### src/rtl/fre_gate_ctrl.sv
// Frequency-counter measurement sequencer: gate, clear and latch strobes locked to clk100.
// Optional autoranging on overflow / low count is enabled by defining FRE_AUTORANGE_EN.
module fre_gate_ctrl #(
  parameter int unsigned GATE_BASE  = 100_000_000,
  parameter int unsigned SETTLE_CYC = 4
) (
  input  logic       clk100,
  input  logic       rst_n,
  input  logic       run,
  input  logic [1:0] range_sel,
  input  logic       cnt_ovf,
  input  logic       cnt_low,
  output logic       gate_en,
  output logic       cnt_clr,
  output logic       latch,
  output logic       meas_valid,
  output logic [1:0] range,
  output logic       over_range,
  output logic       busy
);

  typedef enum logic [2:0] {
    StIdle,
    StClear,
    StGate,
    StSettle,
    StEval,
    StLatch
  } state_e;

  // Counters hold "cycles remaining minus one" so expiry is a compare against zero.
  localparam logic [26:0] Gate0Last  = 27'(GATE_BASE - 1);
  localparam logic [26:0] Gate1Last  = 27'((GATE_BASE / 10) - 1);
  localparam logic [26:0] Gate2Last  = 27'((GATE_BASE / 100) - 1);
  localparam logic [26:0] SettleLast = 27'(SETTLE_CYC - 1);

  state_e      state_q, state_d;
  logic [26:0] cnt_q, cnt_d;
  logic [1:0]  range_q, range_d;
  logic        over_range_q, over_range_d;
  logic        dec_pend_q, dec_pend_d;
  logic        gate_en_q, cnt_clr_q, latch_q, busy_q;
  logic [26:0] gate_last;

  always_comb begin
    case (range_q)
      2'd0:    gate_last = Gate0Last;
      2'd1:    gate_last = Gate1Last;
      default: gate_last = Gate2Last;
    endcase
  end

`ifdef FRE_AUTORANGE_EN
  logic [1:0] unused_range_sel;
  assign unused_range_sel = range_sel;
`else
  logic unused_cnt_low;
  assign unused_cnt_low = cnt_low;
`endif

  always_comb begin
    state_d      = state_q;
    cnt_d        = cnt_q;
    range_d      = range_q;
    over_range_d = over_range_q;
    dec_pend_d   = dec_pend_q;
    unique case (state_q)
      StIdle: begin
`ifndef FRE_AUTORANGE_EN
        range_d = (range_sel == 2'd3) ? 2'd2 : range_sel;
`endif
        if (run) state_d = StClear;
      end
      StClear: begin
        if (!run) begin
          state_d = StIdle;
        end else begin
          state_d = StGate;
          cnt_d   = gate_last;
        end
      end
      StGate: begin
        if (!run) begin
          state_d = StIdle;
        end else if (cnt_q == '0) begin
          state_d = StSettle;
          cnt_d   = SettleLast;
        end else begin
          cnt_d = cnt_q - 27'd1;
        end
      end
      StSettle: begin
        if (!run) begin
          state_d = StIdle;
        end else if (cnt_q == '0) begin
          state_d = StEval;
        end else begin
          cnt_d = cnt_q - 27'd1;
        end
      end
      StEval: begin
`ifdef FRE_AUTORANGE_EN
        if (cnt_ovf && range_q != 2'd2) begin
          // Retry on a shorter gate without presenting the saturated result.
          range_d = range_q + 2'd1;
          state_d = StClear;
        end else begin
          state_d      = StLatch;
          over_range_d = cnt_ovf;
          dec_pend_d   = !cnt_ovf && cnt_low && (range_q != 2'd0);
        end
`else
        state_d      = StLatch;
        over_range_d = cnt_ovf;
`endif
      end
      StLatch: begin
        state_d    = run ? StClear : StIdle;
        // Range drops only after the current result is latched with its own range.
        if (dec_pend_q) range_d = range_q - 2'd1;
        dec_pend_d = 1'b0;
      end
      default: state_d = StIdle;
    endcase
  end

  always_ff @(posedge clk100) begin
    if (!rst_n) begin
      state_q      <= StIdle;
      cnt_q        <= '0;
      range_q      <= 2'd0;
      over_range_q <= 1'b0;
      dec_pend_q   <= 1'b0;
      gate_en_q    <= 1'b0;
      cnt_clr_q    <= 1'b0;
      latch_q      <= 1'b0;
      busy_q       <= 1'b0;
    end else begin
      state_q      <= state_d;
      cnt_q        <= cnt_d;
      range_q      <= range_d;
      over_range_q <= over_range_d;
      dec_pend_q   <= dec_pend_d;
      gate_en_q    <= (state_d == StGate);
      cnt_clr_q    <= (state_d == StClear);
      latch_q      <= (state_d == StLatch);
      busy_q       <= (state_d != StIdle);
    end
  end

  assign gate_en    = gate_en_q;
  assign cnt_clr    = cnt_clr_q;
  assign latch      = latch_q;
  assign meas_valid = latch_q;
  assign range      = range_q;
  assign over_range = over_range_q;
  assign busy       = busy_q;

endmodule

### config.mk
export PLATFORM = sky130hd
export DESIGN_NAME = fre_gate_ctrl
export DESIGN_NICKNAME = d
export VERILOG_FILES = /design/src/rtl/fre_gate_ctrl.sv
export SDC_FILE = /design/constraint.sdc
export NUM_CORES = 1
export LEC_CHECK = 0
export BUFFER_PORTS_ARGS = -buffer_cell sky130_fd_sc_hd__buf_2
export CORE_MARGIN = 3
export CORE_UTILIZATION = 60
export DETAILED_ROUTE_END_ITERATION = 7
export PLACE_DENSITY_LB_ADDON = 0.12
export SETUP_SLACK_MARGIN = 0.1
export SYNTH_ARGS = -nofsm -noshare
export SYNTH_HDL_FRONTEND = slang
export SYNTH_SLANG_ARGS = --single-unit
### constraint.sdc
create_clock -name clk100 -period 3.7 [get_ports clk100]
set_input_delay 0.74 -clock clk100 [delete_from_list [all_inputs] [get_ports clk100]]
set_output_delay 0.74 -clock clk100 [all_outputs]
set_load 0.02 [all_outputs]
## After elaboration in Yosys (flattened, before gate mapping)

Cells that the tools add are included.
Widths: inputs -> output; s select.

| cells by class | value |
|---|---|
| $add $sub $neg | 1 |
| $mul | 0 |
| divide/modulo/power cells | 0 |
| magnitude comparators | 0 |
| equal/unequal tests | 14 |
| shift-type cells | 0 |
| multiplexer cells | 17 |
| bitwise gates (word level) | 1 |
| reduce and logical (&&, ||, !) cells | 8 |

Operators by type and width:

| cell | number |
|---|---|
| $mux 27 | 5 |
| $pmux 27 s3 | 1 |
| $pmux 27 s2 | 1 |
| $logic_not 27->1 | 1 |
| $sub 27x1->27 const B | 1 |
| $pmux 3 s6 | 1 |
| $mux 3 | 5 |
| $eq 3x2->1 const B | 3 |
| $eq 3x3->1 const B | 3 |
| $ne 2x2->1 const B | 4 |
| $eq 3x1->1 const B | 2 |
| $mux 2 | 3 |
| $reduce_bool 3->1 | 2 |
| $reduce_and 5->1 | 1 |
| $logic_not 3->1 | 1 |
| $eq 2x1->1 const B | 1 |
| $eq 2x2->1 const B | 1 |
| $logic_not 2->1 | 1 |
| $reduce_and 2->1 | 1 |
| $reduce_bool 2->1 | 1 |
| $mux 1 | 1 |
| $not 1->1 | 1 |

| storage, ports and cells | value |
|---|---|
| register bits after elaboration | 37 |
| bits in latches | 0 |
| bits in writable memories | 0 |
| ROM bits | 0 |
| input port bits | 7 |
| output and inout port bits | 8 |
| word-level logic and storage cells | 49 |
| memories | 0 |

## Longest topological paths before layout

Gate-level depths: netlist of run 1.

| depth | value |
|---|---|
| word-level depth | 5 |
| gate-level depth with buffers | 9 |
| gate-level depth less buffers | 8 |

## Worst setup path before layout of run 1

OpenSTA, ideal clock, no wires.

| path | value |
|---|---|
| path type | reg-to-reg |
| from | register cnt_q[0] |
| to | register cnt_q[17] |
| setup time | 0.117 ns |
| arrival time | 2.078 ns |
| required time | 3.583 ns |
| setup slack | 1.505 ns |
| cell stages (with the launch flop) | 8 |
| buffers on the path | 0 |
| period minus slack after synthesis | 2.195 ns |
| path through | dfxtp_1 inv_1 ha_1 or4b_2 nor4_4 nand2_1 a32o_1 a32o_1 |

| on the way | value |
|---|---|
| longest elaborated chain between the ends | 4 |
| elaborated cells between the ends (all ways) | 9 |
| classes of those cells | 1 x add/sub; 1 x eq/ne; 5 x mux; 2 x reduce/logical |

Ends and longest elaborated chain:

| item | RTL line | source |
|---|---|---|
| start: declaration | 38 | `logic [26:0] cnt_q, cnt_d;` |
| start signal: assignment | 140 | `cnt_q <= cnt_d;` |
| $sub 27x1->27 or $logic_not 27->1 (tied branches) | - |  |
| $mux 27 (on tied branches) | 95, 85 |  |
| $mux 27 (on tied branches) | 93, 83 |  |
| $pmux 27 s3 | 67 | `unique case (state_q)` |

Parallel ways exist; a longest one is shown, timed or not. The select of a mux whose other input is x is not followed.
A chain may end at the register's enable or synchronous reset.

## Worst setup path after layout of run 1

Same ends and word-level chain as after synthesis.

==> flow_summary.toml, run 1 <==
[worst_setup_path]
worst_path_max_delay_cell = "or3b_2"
arrival_ps = 3150
worst_path_largest_cell_delay_ps = 540
cp_cell_sequence = "inv_1 -> ha_1 -> or3b_2 -> nor2_2 -> a31oi_1 -> buf_4 -> nand2_1 -> inv_1 -> a32o_1"
cp_top_family = "simple AND/OR/NAND/NOR gates"
crit_type = "reg -> reg"
cp-end-kind = "register"
cp.buffers_inverters = 3
required_ps = 3950
worstSetupStartpointType = "register"
worstPathMaxFanout = 15
crit_top_cell = "inv_1"

[sta]
fin_skew_ps = 10.0
period_needed_ps = 2900
worst_pin_slew_ps = 1190
fin_crit_sh = 0.783
fin_tns_setup_ps = 0
max_freq_mhz = 345
rsz0062_at_grt = "false"
drv_slew = 0
slew_headroom = 0.204
hold_viol_final = 0
finalSetupViolCount = 0

[detailed_routing]
dr.pass1.iters = 6
drc = 0
vias = 2172
drtAntennaViolNets = 0
drt_iter0_drc = 307
wire_per_inst_um = 17.2
vias_per_cell = 6.79
routed_wl_mm = 5.52

[floorplan]
rows = 20
initial_core_util = 0.664
pin_count = 15
dieArea_sq_mm = 0.00430
core_sq_mm = 0.00320
die_height_um = 65.6
die_w_um = 65.6

[synth]
syn_inst = 274
ys_seq_area_frac = 0.348
synth_commonest_cells = "dfxtp_1, a21oi_1, nand2_1"
synth.most_common_cell = "dfxtp_1"
synth-edff-count = 0
yosys_register_bits = 37
synth_top_cells_by_area = "dfxtp_1, a21oi_1, nand2_1"
ys_types = 51
yosysWarnings = 0
synth.net_count = 282
synth_area_sq_mm = 0.00213
async_reset_ff_frac = 0
synth_top_flop_cell = "dfxtp_1"
avgSynthCellArea_sq_um = 7.77
synth_top_area_share = 0.348
synth_top_cell_by_area = "dfxtp_1"

[power]
irDropWorstVdd_v = 0.000319
p_int_uw = 683
p_leak_nw = 0.862
p_seq_frac = 0.412
power.density_mw_per_mm2 = 517
power.share.clock = 0.195
swShare = 0.406
comb_power_share = 0.393
p_switching_uw = 466
power_mw = 1.15

[cells_and_area]
n_antenna_cell = 0
final_util = 0.695
area_delta_synth_final_pct = 4.53
fin_nets = 284
drive_above_1_share = 0.120
fillers = 281
final_cells = 320

[clock_network]
cts_setup_buffers = 0
cts_buffer_depth = 2
cts_root_buffer = "clkbuf_4"
cts_resized = 0
clk_pin_slew_ps = 110
cts_tree = "done"
clk_latency_ps = 360
cts_buffers = 5
htree_num_levels = 2
cts.sinks = 37
hold_buffers = 0

[global_routing]
grtUsageMet1 = 0.374
grt_pass1_wl_mm = 9.33
top_usage_layer = "met2"
grt_pass1_vias = 1929
globalRouteMet3Util = 0.0735
grt_usage = 0.284
grt_max_degree = 29
grt-ovfl-total = 0
met2_usage = 0.448
antenna_found_initial = 0

[place]
gp_congestion = 0.865
dpl.hpwl_mm = 3.57
io_buffer_count = 13
dp.cells = 313

[min_path]
min_path_type = "reg -> reg"

[run]
maxCapViolCount = 0

[outcome]
outcome = "completed"
cell type report:
class	count	area, sq um	area share
multi-input combinational	209	1260	0.568
sequential	37	741	0.333
timing repair buffer	15	80.1	0.0360
clock buffer	7	55.1	0.0247
tap	44	55.1	0.0247
inverter	8	30.0	0.0135
worst min-delay path: stages (launching register included):
cell	delay (ps)
dfxtp_1	340
nand2_1	60
o22ai_1	50
state kept, by name (all words and copies together), names as in the netlist:
signal      flops
gate_en         1
cnt_q          27
range           2
state_q         3
over_range      1
busy            1
cnt_clr         1
latch           1
power groups by stage:
stage / Sequential [mW] / Clock, mW / Combinational (mW)
floorplan: 0.470 / 0 / 0.357
global placement: 0.479 / 0 / 0.435
detailed placement: 0.480 / 0 / 0.437
CTS: 0.472 / 0.226 / 0.440
global route: 0.479 / 0.246 / 0.498
finish: 0.474 / 0.224 / 0.452
final timing paths:
check | startpoint | end | slack, ps | depth (start not counted)
setup / recovery | cnt_q[0]$_SDFFE_PN0P_ | cnt_q[17]$_SDFFE_PN0P_ | 800 | 9
hold / removal | cnt_q[16]$_SDFFE_PN0P_ | cnt_q[16]$_SDFFE_PN0P_ | 490 | 2
setup reg to reg | cnt_q[0]$_SDFFE_PN0P_ | cnt_q[17]$_SDFFE_PN0P_ | 800 | 9
hold reg to reg | cnt_q[16]$_SDFFE_PN0P_ | cnt_q[16]$_SDFFE_PN0P_ | 490 | 2
per-layer routing:
| layer | wire length, um | up-vias | part of all wire |
|---|---|---|---|
| met4 | 93 | 0 | 0.017 |
| met5 | 0 | - | 0 |
| met3 | 413 | 8 | 0.075 |
| li1 | - | 1043 | - |
| met2 | 2570 | 101 | 0.47 |
| met1 | 2440 | 1020 | 0.44 |
stage by stage:
stage / setup WS (ps) / instance area [sq um] / hold WS [ps]
after detailed placement: 934 / 2170 / 470
final: 802 / 2220 / 486
after CTS: 883 / 2220 / 486
after global routing: 584 / 2220 / 528
after global placement: 952 / 2170 / 466
after floorplan: 1500 / 2130 / 450
cells in the final DEF, fill, tap and decap left out, types with 3 or more instances in the layout:
| cell | netlist | final |
|---|---|---|
| buf_2 | 6 | 13 |
| o22ai_1 | 14 | 14 |
| or4_1 | 12 | 12 |
| nand3_1 | 5 | 5 |
| a32o_1 | 4 | 4 |
| inv_1 | 8 | 8 |
| nor4_1 | 3 | 3 |
| nor2_1 | 25 | 25 |
| a211oi_1 | 4 | 4 |
| a31oi_1 | 7 | 7 |
| nand2_1 | 26 | 26 |
| nand2b_1 | 3 | 3 |
| and3_1 | 6 | 6 |
| mux2i_1 | 3 | 3 |
| nor3_1 | 8 | 8 |
| nand4_1 | 3 | 3 |
| or3_1 | 5 | 5 |
| dfxtp_1 | 37 | 37 |
| o21ai_0 | 14 | 14 |
| clkbuf_4 | 0 | 5 |
| a21oi_1 | 30 | 30 |
logic make-up (layout without fill, tap and decap cells):
| kind of cell | after synthesis | count (layout) | share of synthesized area |
|---|---|---|---|
| AOI/OAI and AO/OA | 91 | 91 | 0.269 |
| xor gates and xnor gates | 1 | 1 | 0.00412 |
| adders and majority gates | 2 | 2 | 0.0106 |
| buffers and inverters | 28 | 30 | 0.0582 |
| DFF | 37 | 37 | 0.348 |
| muxes | 4 | 4 | 0.0194 |
| and+or+nand+nor | 111 | 111 | 0.290 |
Note: power is estimated with default switching activity, not from simulation.
==> run 2, diff against run 1 <==
--- a/config.mk
+++ b/config.mk
@@ -5,9 +5,10 @@
 export SDC_FILE = /design/constraint.sdc
 export NUM_CORES = 1
 export LEC_CHECK = 0
+export ABC_AREA = 1
 export BUFFER_PORTS_ARGS = -buffer_cell sky130_fd_sc_hd__buf_2
 export CORE_MARGIN = 3
-export CORE_UTILIZATION = 60
+export CORE_UTILIZATION = 54
 export DETAILED_ROUTE_END_ITERATION = 7
 export PLACE_DENSITY_LB_ADDON = 0.12
 export SETUP_SLACK_MARGIN = 0.1
==> constraint.sdc (replaced) <==
create_clock -name clk100 -period 2.6 [get_ports clk100]
set_input_delay 0.52 -clock clk100 [delete_from_list [all_inputs] [get_ports clk100]]
set_output_delay 0.52 -clock clk100 [all_outputs]
set_load 0.02 [all_outputs]
==> flow_summary.toml, run 2 <==
[clock_network]
htree_num_levels = 2
cts_setup_buffers = 0
cts_tree = "done"
cts_resized = 0
cts_buffers = 5
cts.sinks = 37
cts_root_buffer = "clkbuf_8"
clk_pin_slew_ps = 80
cts_buffer_depth = 2
hold_buffers = 0
clk_latency_ps = 290

[global_routing]
antenna_found_initial = 0
grt-ovfl-total = 0
grt_pass1_vias = 2098
grt_pass1_wl_mm = 9.56
grt_max_degree = 24
grt_usage = 0.239

[worst_setup_path]
cp_cell_sequence = "inv_1 -> ha_1 -> nand2_4 -> nor2_8 -> nand4_2 -> nand2_4 -> inv_4 -> o21ai_0 -> a21oi_1"
arrival_ps = 2110
worstPathMaxFanout = 23
reg2reg_slack_ps = 670
worstReg2RegEnd = "cnt_q[19]$_SDFFE_PN0P_"
crit_type = "reg -> reg"
cp-end-kind = "register"
worst_path_largest_cell_delay_ps = 320
timing.rr.start = "cnt_q[0]$_SDFFE_PN0P_"
crit_top_cell = "nand2_4"
rr_worst_depth = 9
cp.buffers_inverters = 2
worstSetupStartpointType = "register"
worst_path_max_delay_cell = "dfxtp_1"
cp_top_family = "simple AND/OR/NAND/NOR gates"
required_ps = 2780

[synth]
synth_area_sq_mm = 0.00230
syn_inst = 355
synth-edff-count = 0
synth_top_flop_cell = "dfxtp_1"
async_reset_ff_frac = 0
synth_top_cell_by_area = "dfxtp_1"
synth.most_common_cell = "nor2_1"
avgSynthCellArea_sq_um = 6.48
ys_seq_area_frac = 0.322
synth_top_cells_by_area = "dfxtp_1, nor2_1, nand2_1"
ys_types = 30
synth_commonest_cells = "nor2_1, nand2_1, inv_1"
yosysWarnings = 0
yosys_register_bits = 37
synth.net_count = 363
synth_top_area_share = 0.322

[power]
p_leak_nw = 1.17
irDropWorstVdd_v = 0.000418
power.density_mw_per_mm2 = 668

[min_path]
hp-start = "cnt_ovf"
hold_depth = 3
holdPathEnd = "over_range$_SDFFE_PN0P_"
min_path_type = "in -> reg"

[floorplan]
dieArea_sq_mm = 0.00508
die_w_um = 71.3
pin_count = 15
rows = 23
die_height_um = 71.3
initial_core_util = 0.567
core_sq_mm = 0.00406

[detailed_routing]
drt_iter0_drc = 129
dr.pass1.iters = 6
drc = 0
routed_wl_mm = 5.57
wire_per_inst_um = 13.3
vias = 2257
drtAntennaViolNets = 0
vias_per_cell = 5.39

[sta]
timing.hold.ws_ps = 459
fin_tns_setup_ps = 0
period_needed_ps = 1930
slew_headroom = 0.737
hold_viol_final = 0
fin_skew_ps = 5.08
fin_crit_sh = 0.742
drv_slew = 0
max_freq_mhz = 518
finalSetupViolCount = 0
rsz0062_at_grt = "false"
worst_pin_slew_ps = 394

[place]
gp_congestion = 0.896
dpl.hpwl_mm = 4.01
placed_area_sq_mm = 0.00237
io_buffer_count = 13

[cells_and_area]
seqCellArea_sq_um = 741
final_area_sq_mm = 0.00247
drive_above_1_share = 0.127
fin_nets = 376
n_antenna_cell = 0
area_delta_synth_final_pct = 7.51
layout_common_cells = "nor2_1, nand2_1, inv_1"
final_common_cell = "nor2_1"
largest_reg_flops = 27
top_register = "cnt_q"
fillers = 404
multiInputGateArea_sq_mm = 0.00129

[outcome]
outcome = "completed"

[run]
maxCapViolCount = 0
run 2: changes by cell type after synthesis, moves of 7 or more:
cell	previous run	this run
clkbuf_1	11	3
nor2_2	1	9
inv_1	8	50
or4_1	12	0
nor2_1	25	63
o21ai_1	1	9
xor2_1	0	10
o21ai_0	14	23
nand2_1	26	59
nand3_1	5	26
o22ai_1	14	0
a31oi_1	7	0
nand4_1	3	10
run 2: per-layer routing:
layer | GRT usage | up-vias | wire length (um)
met1 | 0.304 | 1030 | 2520
met5 | 0 | - | 0
met4 | 0.100 | 0 | 112
met2 | 0.396 | 51 | 2670
met3 | 0.0449 | 12 | 281
li1 | - | 1164 | -
run 2: worst max path at each step:
stage,from,to,cells after the start
after global placement,run,cnt_q[7]$_SDFFE_PN0P_,8
after CTS,cnt_q[0]$_SDFFE_PN0P_,cnt_q[20]$_SDFFE_PN0P_,9
final,cnt_q[0]$_SDFFE_PN0P_,cnt_q[19]$_SDFFE_PN0P_,9
after global routing,cnt_q[0]$_SDFFE_PN0P_,cnt_q[20]$_SDFFE_PN0P_,9
after floorplan,cnt_q[0]$_SDFFE_PN0P_,cnt_q[20]$_SDFFE_PN0P_,12
after detailed placement,run,cnt_q[7]$_SDFFE_PN0P_,8
run 2: power by group:
group	switching (mW)	total, mW	internal [mW]	leakage [nW]
registers	0.0493	0.661	0.611	0.303
logic	0.365	0.538	0.172	0.808
clock network	0.214	0.454	0.240	0.0542
total	0.628	1.65	1.02	1.17
run 2: cell families (layout without fill, tap and decap cells):
family | after synthesis | after routing | synth area share
AND/OR/NAND/NOR | 184 | 184 | 0.379
buffers and inverters | 62 | 76 | 0.118
AO/OA/AOI/OAI | 61 | 61 | 0.138
flip-flops | 37 | 37 | 0.322
XOR/XNOR | 10 | 10 | 0.0381
adder cells (fa/ha/maj) | 1 | 1 | 0.00544
run 2: worst reg2reg max path, stage by stage (launching register included):
cell	delay, ps
dfxtp_1	320
inv_1	90
ha_1	300
nand2_4	110
nor2_8	180
nand4_2	160
nand2_4	230
inv_4	160
o21ai_0	210
a21oi_1	60
run 2: stage by stage:
step / cells / util / worst slack (ps) / power (mW)
global placement: 411 / 0.584 / 599 / 1.19
detailed placement: 411 / 0.584 / 598 / 1.20
CTS: 419 / 0.609 / 663 / 1.66
finish: 419 / 0.609 / 670 / 1.65
global route: 419 / 0.609 / 486 / 1.77
floorplan: 355 / - / 964 / 1.10
run 2: layout make-up:
cell class              instances  share of cell area
inverters                      54              0.0840
clock inverters                 1             0.00202
flip-flops and latches         37               0.300
multi-input cells             256               0.521
clock buffers                   7              0.0390
repair buffers                 14              0.0294
well taps                      50              0.0253
==> run 3, diff against run 2 <==
--- a/config.mk
+++ b/config.mk
@@ -5,10 +5,10 @@
 export SDC_FILE = /design/constraint.sdc
 export NUM_CORES = 1
 export LEC_CHECK = 0
-export ABC_AREA = 1
+export ABC_AREA = 0
 export BUFFER_PORTS_ARGS = -buffer_cell sky130_fd_sc_hd__buf_2
 export CORE_MARGIN = 3
-export CORE_UTILIZATION = 54
+export CORE_UTILIZATION = 60
 export DETAILED_ROUTE_END_ITERATION = 7
 export PLACE_DENSITY_LB_ADDON = 0.12
 export SETUP_SLACK_MARGIN = 0.1
==> constraint.sdc (replaced) <==
create_clock -name clk100 -period 1.98 [get_ports clk100]
set_input_delay 0.396 -clock clk100 [delete_from_list [all_inputs] [get_ports clk100]]
set_output_delay 0.396 -clock clk100 [all_outputs]
set_load 0.02 [all_outputs]
==> flow_summary.toml, run 3 <==
[clock_network]
cts_buffer_depth = 2
cts_resized = 28
hold_buffers = 0
cts_buffers = 5
cts_setup_buffers = 9
cts_root_buffer = "clkbuf_4"
htree_num_levels = 2
cts.sinks = 37

[place]
dp.cells = 383
dpl.hpwl_mm = 5.70
gp_congestion = 1.03
io_buffer_count = 13
placed_area_sq_mm = 0.00288

[synth]
synth.net_count = 282
synth.most_common_cell = "dfxtp_1"
synth_top_flop_cell = "dfxtp_1"
synth_commonest_cells = "dfxtp_1, a21oi_1, nand2_1"
synth_top_area_share = 0.348
synth_area_sq_mm = 0.00213
async_reset_ff_frac = 0
synth-edff-count = 0
ys_seq_area_frac = 0.348
synth_top_cell_by_area = "dfxtp_1"
yosysWarnings = 0
ys_types = 51
yosys_register_bits = 37
avgSynthCellArea_sq_um = 7.77
synth_top_cells_by_area = "dfxtp_1, a21oi_1, nand2_1"
syn_inst = 274

[floorplan]
rows = 20
die_height_um = 65.6
initial_core_util = 0.664
die_w_um = 65.6
pin_count = 15

[outcome]
outcome = "stopped before the end"
stop_stage = "clock tree synthesis"
error = "[ERROR DPL-0033] detailed placement checks failed during check placement."
run 3: cell types whose count changed after synthesis, sizes merged, moves of 8 or more:
cell    before  now
nand4       11    3
inv         54    8
nand3       28    5
o21ai       32   15
o22ai        0   14
xor2        10    0
nand2       64   26
or4          0   12
nor2        75   26
clkbuf       3   11
run 3: kinds of logic after synthesis:
| kind of cell | synth area share |
|---|---|
| adders and majority gates | 0.0106 |
| and+or+nand+nor | 0.290 |
| AOI/OAI and AO/OA | 0.269 |
| xor gates and xnor gates | 0.00412 |
| DFF | 0.348 |
| buffers and inverters | 0.0582 |
| muxes | 0.0194 |
run 3: through the flow:
stage          hold slack [ps]  TNS (ps)  setup WS (ps)
3_5_place_dp               489     -3580           -200
3_3_place_gp               468     -2090           -115
2_1_floorplan              447      -956           -125
==> run 4, diff against run 3 <==
--- a/config.mk
+++ b/config.mk
@@ -8,10 +8,9 @@
 export ABC_AREA = 0
 export BUFFER_PORTS_ARGS = -buffer_cell sky130_fd_sc_hd__buf_2
 export CORE_MARGIN = 3
-export CORE_UTILIZATION = 60
+export CORE_UTILIZATION = 40
 export DETAILED_ROUTE_END_ITERATION = 7
-export PLACE_DENSITY_LB_ADDON = 0.12
-export SETUP_SLACK_MARGIN = 0.1
+export PLACE_DENSITY_LB_ADDON = 0.15
 export SYNTH_ARGS = -nofsm -noshare
 export SYNTH_HDL_FRONTEND = slang
 export SYNTH_SLANG_ARGS = --single-unit
==> flow_summary.toml, run 4 (synthesis results as in run 1) <==
[outcome]
outcome = "finished, violations left"
failed_checks = "negative setup slack"

[global_routing]
grt_max_degree = 17
grt-ovfl-total = 0
grt_pass1_vias = 2433
antenna_found_initial = 0
grt_usage = 0.246
grt_pass1_wl_mm = 12.0

[power]
swShare = 0.395
p_int_mw = 1.83
p_switching_mw = 1.20
power.density_mw_per_mm2 = 937
irDropWorstVdd_v = 0.000454
power_mw = 3.03
power.share.clock = 0.174
comb_power_share = 0.546
p_leak_nw = 1.33
p_seq_frac = 0.280

[sta]
drv_slew = 0
layout_setup_ws_ps = -129
max_freq_mhz = 474
worst_pin_slew_ps = 1320
fin_crit_sh = 1.07
finalSetupViolCount = 25
slew_headroom = 0.113
hold_viol_final = 0
period_needed_ps = 2110
fin_skew_ps = 9.56
rsz0062_at_grt = "true"

[cells_and_area]
final_common_cell = "buf_4"
largest_reg_flops = 27
top_register = "cnt_q"
area_delta_synth_final_pct = 51.8
n_antenna_cell = 0
drive_above_1_share = 0.471
layout_common_cells = "buf_4, dfxtp_1, nor2_1"
fillers = 459
fin_nets = 368

[place]
gp_congestion = 0.894
pre_cts_slack_ps = -208
io_buffer_count = 13
dpl.hpwl_mm = 4.99

[worst_setup_path]
worstSetupStartpointType = "register"
cp.buffers_inverters = 3
crit_type = "reg -> reg"
cp-end-kind = "register"
required_ps = 2130
worst_path_largest_cell_delay_ps = 570
worstPathMaxFanout = 7
cp.depth = 8
arrival_ps = 2260
worst_path_max_delay_cell = "or4_4"
cp_cell_sequence = "or4_4 -> nor4_4 -> buf_6 -> buf_12 -> a21oi_4 -> buf_4 -> nand4b_1 -> a21oi_1"
cp_top_family = "simple AND/OR/NAND/NOR gates"
rr_worst_depth = 8

[clock_network]
cts_buffers = 5
clk_latency_ps = 300
hold_buffers = 0
cts_buffer_depth = 2
cts.sinks = 37
cts_root_buffer = "clkbuf_8"
clk_pin_slew_ps = 80
htree_num_levels = 2
cts_tree = "done"

[floorplan]
die_height_um = 78.9
dieArea_sq_mm = 0.00623
die_w_um = 78.9
initial_core_util = 0.431
core_sq_mm = 0.00494
rows = 25
pin_count = 15

[detailed_routing]
drc = 0
routed_wl_mm = 7.36
drtAntennaViolNets = 0
vias_per_cell = 5.85
wire_per_inst_um = 17.2
vias = 2504
dr.pass1.iters = 5
drt_iter0_drc = 150

[run]
maxCapViolCount = 0

[min_path]
hold_depth = 3
min_path_type = "in -> reg"
run 4: per-stage QoR:
stage	hold slack (ps)	utilization	std cells	area [sq um]	TNS [ps]
2_1_floorplan	451	-	274	2300	-913
3_3_place_gp	468	0.585	408	2890	-2090
3_5_place_dp	486	0.585	408	2890	-2920
4_1_cts	330	0.638	426	3150	-3060
5_1_grt	345	0.654	428	3230	-4530
6_report	335	0.654	428	3230	-1970
run 4: final timing paths:
kind / endpoint / slack [ps] / startpoint
worst max-delay path: cnt_q[8]$_SDFFE_PN0P_ / -130 / cnt_q[11]$_SDFFE_PN0P_
worst min-delay path: over_range$_SDFFE_PN0P_ / 340 / cnt_ovf
worst max register to register: cnt_q[8]$_SDFFE_PN0P_ / -130 / cnt_q[11]$_SDFFE_PN0P_
worst min register to register: cnt_q[16]$_SDFFE_PN0P_ / 500 / cnt_q[16]$_SDFFE_PN0P_
run 4: area by class of cell:
type | instances | area [sq um] | area share
Sequential cell | 37 | 746 | 0.231
Clock inverter | 3 | 17.5 | 0.00542
Clock buffer | 5 | 68.8 | 0.0213
Timing Repair Buffer | 97 | 739 | 0.229
Multi-Input combinational cell | 211 | 1550 | 0.478
Inverter | 8 | 30.0 | 0.00930
Tap cell | 67 | 83.8 | 0.0259
run 4: what timing repair did:
item                                    CTS  global route
buffers inserted                          9             2
pin swaps                                17             9
gates resized for setup                  18            17
endpoints found under the hold margin     0             0
gates cloned                              2             0
endpoints found under the setup margin   26            31
run 4: routing by layer:
| layer | global-route usage | up-vias | routed length [um] |
|---|---|---|---|
| met5 | 0 | - | 0 |
| li1 | - | 1210 | - |
| met2 | 0.422 | 105 | 3530 |
| met1 | 0.304 | 1169 | 3140 |
| met4 | 0.0893 | 0 | 219 |
| met3 | 0.0488 | 20 | 465 |
run 4: tightest hold or removal path, cell delays in order:
cell and delay [ps]:
buf_2 70, mux2i_1 60, nor2_1 70
run 4: power by group through the flow:
stage          logic [mW]  clock network (mW)  registers, mW
2_1_floorplan       0.828                   0          0.882
3_3_place_gp         1.35                   0          0.858
3_5_place_dp         1.36                   0          0.860
4_1_cts              1.55               0.547          0.844
5_1_grt              1.76               0.584          0.856
6_report             1.65               0.527          0.847
